File: config.mk
export PLATFORM = sky130hd
export DESIGN_NAME = ugemm_rate_ctrl
export DESIGN_NICKNAME = d
export VERILOG_FILES = /design/src/rtl/ugemm_pkg.sv /design/src/rtl/ugemm_rate_ctrl_valid_shift.sv /design/src/rtl/ugemm_rate_ctrl.sv
export SDC_FILE = /design/constraint.sdc
export NUM_CORES = 1
export LEC_CHECK = 0
export ABC_AREA = 1
export CAP_MARGIN = 10
export CORE_MARGIN = 3
export CORE_UTILIZATION = 45
export DETAILED_ROUTE_END_ITERATION = 10
export HOLD_SLACK_MARGIN = 0.08
export PLACE_DENSITY = 0.7
export SYNTH_ARGS = -nofsm -noshare
export SYNTH_HDL_FRONTEND = slang
export SYNTH_HIERARCHICAL = 1
export SYNTH_SLANG_ARGS = --single-unit
File: constraint.sdc
create_clock -name clk -period 2.53 [get_ports clk]
set_input_delay 0.506 -clock clk [delete_from_list [all_inputs] [get_ports clk]]
set_output_delay 0.506 -clock clk [all_outputs]
set_load 0.05 [all_outputs]
File: src/rtl/ugemm_pkg.sv
// Shared types and helpers for the unary GEMM rate-coded PE row sequencer.
package ugemm_pkg;

  typedef enum logic [1:0] {
    ST_IDLE  = 2'd0,
    ST_RUN   = 2'd1,
    ST_DRAIN = 2'd2,
    ST_DONE  = 2'd3
  } ctrl_state_t;

  localparam int unsigned DEF_WIDTH  = 16;
  localparam int unsigned DEF_NUM_PE = 16;

  // Widest random number supported by bitrev.
  localparam int unsigned MAX_WIDTH = 32;
  localparam int unsigned IDX_W     = $clog2(MAX_WIDTH);

  // Reverses the low w bits of x (van der Corput order); upper bits read 0.
  function automatic logic [MAX_WIDTH-1:0] bitrev(input logic [MAX_WIDTH-1:0] x,
                                                   input int unsigned w);
    logic [MAX_WIDTH-1:0] r;
    r = '0;
    for (int unsigned i = 0; i < MAX_WIDTH; i++) begin
      if (i < w) r[IDX_W'(i)] = x[IDX_W'(w - 1 - i)];
    end
    return r;
  endfunction

endpackage

File: src/rtl/ugemm_rate_ctrl_valid_shift.sv
// Valid-tracking shift register: bit k follows the issue strobe delayed k+1 cycles.
module valid_shift #(
  parameter int unsigned NUM_PE = 16
) (
  input  logic              clk,
  input  logic              clr,
  input  logic              shift_in,
  output logic [NUM_PE-1:0] vld
);

  if (NUM_PE == 1) begin : g_one
    always_ff @(posedge clk) begin
      if (clr) vld <= '0;
      else     vld <= shift_in;
    end
  end else begin : g_chain
    always_ff @(posedge clk) begin
      if (clr) vld <= '0;
      else     vld <= {vld[NUM_PE-2:0], shift_in};
    end
  end

endmodule

File: src/rtl/ugemm_rate_ctrl.sv
// Per-job sequencer for a row of rate-coded unary multiplier PEs: issues the
// weight random pair for the stream length, drains the chain, pulses done.
module ugemm_rate_ctrl
  import ugemm_pkg::*;
#(
  parameter int unsigned WIDTH  = DEF_WIDTH,
  parameter int unsigned NUM_PE = DEF_NUM_PE,
  parameter int unsigned LEN_W  = WIDTH + 1
) (
  input  logic              clk,
  input  logic              rst,
  input  logic              i_start,
  input  logic [LEN_W-1:0]  i_len,
  output logic              o_ready,
  output logic              o_busy,
  output logic              o_issue,
  output logic [WIDTH-1:0]  o_randW,
  output logic [WIDTH-1:0]  o_randW_inv,
  output logic [NUM_PE-1:0] o_pe_valid,
  output logic              o_done
);

  localparam int unsigned       DCNT_W    = $clog2(NUM_PE) + 1;
  localparam logic [LEN_W-1:0]  LEN_CLAMP = LEN_W'(1) << WIDTH;
  localparam logic [DCNT_W-1:0] DCNT_LAST = DCNT_W'(NUM_PE - 1);

  ctrl_state_t       state_q, state_n;
  logic [LEN_W-1:0]  cnt_q, cnt_n;
  logic [LEN_W-1:0]  len_q, len_n;
  logic [DCNT_W-1:0] dcnt_q, dcnt_n;
  logic              issue_n;
  logic [WIDTH-1:0]  rev_n;
  logic [WIDTH-1:0]  randw_n;
  logic [WIDTH-1:0]  randw_inv_n;

  // State and counter registers.
  always_ff @(posedge clk) begin
    if (rst) begin
      state_q <= ST_IDLE;
      cnt_q   <= '0;
      len_q   <= '0;
      dcnt_q  <= '0;
    end else begin
      state_q <= state_n;
      cnt_q   <= cnt_n;
      len_q   <= len_n;
      dcnt_q  <= dcnt_n;
    end
  end

  // Next-state, counters and next-cycle output values.
  always_comb begin
    state_n     = state_q;
    cnt_n       = cnt_q;
    len_n       = len_q;
    dcnt_n      = dcnt_q;
    issue_n     = 1'b0;
    rev_n       = '0;
    randw_n     = '0;
    randw_inv_n = '0;

    case (state_q)
      ST_IDLE: begin
        if (i_start) begin
          // 0 and anything past 2^WIDTH both mean a full-length stream.
          len_n   = ((i_len == '0) || (i_len > LEN_CLAMP)) ? LEN_CLAMP : i_len;
          cnt_n   = '0;
          state_n = ST_RUN;
        end
      end
      ST_RUN: begin
        cnt_n = cnt_q + LEN_W'(1);
        if (cnt_q == len_q - LEN_W'(1)) begin
          dcnt_n  = '0;
          state_n = ST_DRAIN;
        end
      end
      ST_DRAIN: begin
        dcnt_n = dcnt_q + DCNT_W'(1);
        if (dcnt_q == DCNT_LAST) state_n = ST_DONE;
      end
      ST_DONE: begin
        state_n = ST_IDLE;
      end
      default: begin
        state_n = ST_IDLE;
      end
    endcase

    // Outputs are registered, so they are computed from the next state.
    issue_n = (state_n == ST_RUN);
    rev_n   = WIDTH'(bitrev(MAX_WIDTH'(cnt_n), WIDTH));
    if (issue_n) begin
      randw_n     = rev_n;
      randw_inv_n = ~rev_n;
    end
  end

  // Registered handshake and random-pair outputs.
  always_ff @(posedge clk) begin
    if (rst) begin
      o_ready     <= 1'b1;
      o_busy      <= 1'b0;
      o_issue     <= 1'b0;
      o_randW     <= '0;
      o_randW_inv <= '0;
      o_done      <= 1'b0;
    end else begin
      o_ready     <= (state_n == ST_IDLE);
      o_busy      <= (state_n != ST_IDLE);
      o_issue     <= issue_n;
      o_randW     <= randw_n;
      o_randW_inv <= randw_inv_n;
      o_done      <= (state_n == ST_DONE);
    end
  end

  valid_shift #(
    .NUM_PE (NUM_PE)
  ) u_valid_shift (
    .clk      (clk),
    .clr      (rst),
    .shift_in (o_issue),
    .vld      (o_pe_valid)
  );

endmodule

==> impl_results.md <==
- Status: finished, final reports clean
- Relative slew slack: 0.6002
- Vias in the first global route: 3267
- ANT cells: 0
- Fmax: 448.4 MHz
- Crit Path Max Fanout: 9
- Nets: 641
- Leakage: 2.147 nW
- RSZ-0062 raised after global routing: false
- Worst EP required: 2.79 ns
- Critical path arrival: 2.49 ns
- Clk slew on worst S/H paths: 0.10 ns
- RePlAce Congestion: 0.8684
- CP endpoint kind: flip-flop
- Synth Cell Area: 4094 sq um
- Worst Path Class, Setup: reg -> reg
- Final hold vios: 0
- Worst Tran Pin Value: 0.5988 ns
- Slowest cell on crit path: dfxtp_1
- Synth Register Bits: 93
- Pre-CTS setup slack: 0.06296 ns
- PortBufs: 71
- Fin worst setup slack: 0.2996 ns
- Dpl hpwl: 6.905 mm
- Fillers: 827
- Overflow after GRT: 0
- Commonest non-fill, non-tap cell in the layout: dfxtp_1
- Power Dens Cells: 630.7 nW/um^2
- GR Util All Layers: 0.1815
- Initial Utilization: 0.4672
- Final Setup Violations: 0
- Wire per inst: 12.51 um
- DRC viols: 0
- FP Rows: 34
- Post-cts resize count: 0
- DR pass1 iterations: 4
- Clk_skew: 0.007674 ns
- CTS root buffer: clkbuf_8
- Max stage delay on crit path: 0.36 ns
- Final total power: 3.221 mW
- Crit path buf inv count: 2
- Cell Chain, Critical Path: inv_1 -> ha_1 -> or2_2 -> nand2_1 -> xor2_1 -> nand3_1 -> nor2_1 -> nand3_1 -> nand2_2 -> nand2_2 -> nand2_4 -> buf_4 -> nor2_1
- Worst-Skew Late Latency: 0.36 ns
- Inserted Clock Buffers: 9
- Die area: 10280 sq um
- Syn nets: 567
- H-tree levels: 3
- Layout cells sized above 1: 0.1143
- Fin. max-slew vios: 0
- DRT iter0 DRCs: 125
- Minimum clock period: 2.230 ns
- Seq/Total Area, Yosys: 0.4548
- R2R setup slack: 0.30 ns
- Clock Tree Buf Depth: 2
- CP top delay family: simple AND/OR/NAND/NOR gates
- Largest net degree at the start of global routing: 38
- Clock Sinks: 93
- Setup TNS: 0 ns
- IO Pins: 72
- Die height: 101.4 um
- Max IR drop VDD: 0.3136 mV
- Worst min path class: reg -> reg
- Post-CTS Hold Buffers: 0
- Ys Warns: 6
- Gate Count Post-Synth: 542
- First-pass GRT wire length: 15.01 mm
- Final period utilization: 0.8816
- Core area: 8763 sq um
- Unique masters post-synth: 33
- Die Wd: 101.4 um
- Vias per inst: 4.864
- Initial antenna violation count: 0
- Area delta synth->final: 24.73%
- Post-CTS Setup Bufs: 0
- DRT antenna net count: 0
- Most frequent cells in the layout: dfxtp_1, nand2_1, nor2_1, inv_1, clkdlybuf4s50_1
- Vias post-DR: 3546
- Startpoint Class: flip-flop
- Routed WL: 9.118 mm
- Max Cap Viol: 0
- Syn_area_per_cell: 7.553 sq um
- CTS tree: yes
==> registers in the layout (all words and copies together) (netlist names) <==
register and flops:
cnt_q 17, dcnt_q 5, len_q 17, o_busy 1
o_done 1, o_issue 1, o_randW 16, o_randW_inv 16
o_ready 1, state_q 2, u_valid_shift/vld 16
==> worst paths after layout <==
check | to | start | cells after the start
worst max-delay path | o_randW[7] | len_q[0] | 13
worst min-delay path | u_valid_shift/vld[7] | u_valid_shift/vld[6] | 2
worst max register to register | o_randW[7] | len_q[0] | 13
worst min register to register | u_valid_shift/vld[7] | u_valid_shift/vld[6] | 2
==> Yosys cell counts, drive strengths merged <==
library cell / number / area [sq um]
nor4: 5 / 31.28
buf: 5 / 81.33
xnor2: 7 / 61.31
ha: 5 / 62.56
nand2: 93 / 369.1
o211ai: 2 / 15.01
a211oi: 10 / 75.07
o22ai: 1 / 6.260
nor3b: 3 / 22.52
a21oi: 30 / 150.1
dfxtp: 93 / 1862
nand4: 7 / 43.79
nor3: 10 / 50.05
and3: 1 / 6.260
a22oi: 1 / 7.510
or2: 6 / 37.54
a31oi: 1 / 6.260
nor2: 115 / 533.0
nand3b: 7 / 52.55
clkbuf: 10 / 37.54
xor2: 6 / 52.55
inv: 82 / 307.8
nand3: 33 / 177.7
o21ai: 9 / 45.04
==> through the flow <==
stage	utilization	hold slack, ns	instances	area, sq um
after floorplan	-	0.4579	542	4094
after global placement	0.5584	0.4056	713	4893
after detailed placement	0.5584	0.4146	713	4893
after CTS	0.5827	0.4271	729	5106
after global routing	0.5827	0.4418	729	5106
final	0.5827	0.4229	729	5106
==> cell type report <==
| class | count | area, sq um | share of cell area |
|---|---|---|---|
| Clock inverter | 7 | 88.84 | 0.01740 |
| Multi-Input combinational cell | 352 | 1805 | 0.3536 |
| Clock buffer | 9 | 123.9 | 0.02426 |
| Tap cell | 108 | 135.1 | 0.02646 |
| Inverter | 82 | 307.8 | 0.06028 |
| Timing Repair Buffer | 78 | 783.3 | 0.1534 |
| Sequential cell | 93 | 1862 | 0.3646 |
==> report_power, final <==
group | switching [mW] | internal, mW | leakage (nW) | total, mW
clock | 0.578 | 0.485 | 0.106 | 1.06
sequential | 0.0371 | 1.52 | 0.758 | 1.56
combinational | 0.388 | 0.213 | 1.28 | 0.601
total | 1.00 | 2.22 | 2.15 | 3.22
==> worst min-delay path, stage by stage (launching register included) <==
cell and delay (ns):
dfxtp_1 0.32, inv_1 0.05, nor2_1 0.03
==> routing by layer <==
layer | part of all wire | global-route usage | routed length, um
met4 | 0.010 | 0.05215 | 95
met2 | 0.49 | 0.3139 | 4476
met1 | 0.45 | 0.2336 | 4070
met5 | 0 | 0 | 0
met3 | 0.052 | 0.02961 | 476
==> cells by family after synthesis <==
| kind of cell | synth area share |
|---|---|
| AND/OR/NAND/NOR | 0.3234 |
| buffers and inverters | 0.1042 |
| flip-flops | 0.4548 |
| AO/OA/AOI/OAI | 0.07457 |
| XOR/XNOR | 0.02781 |
| adder cells (fa/ha/maj) | 0.01528 |
Power figures use the tool's default switching activity.
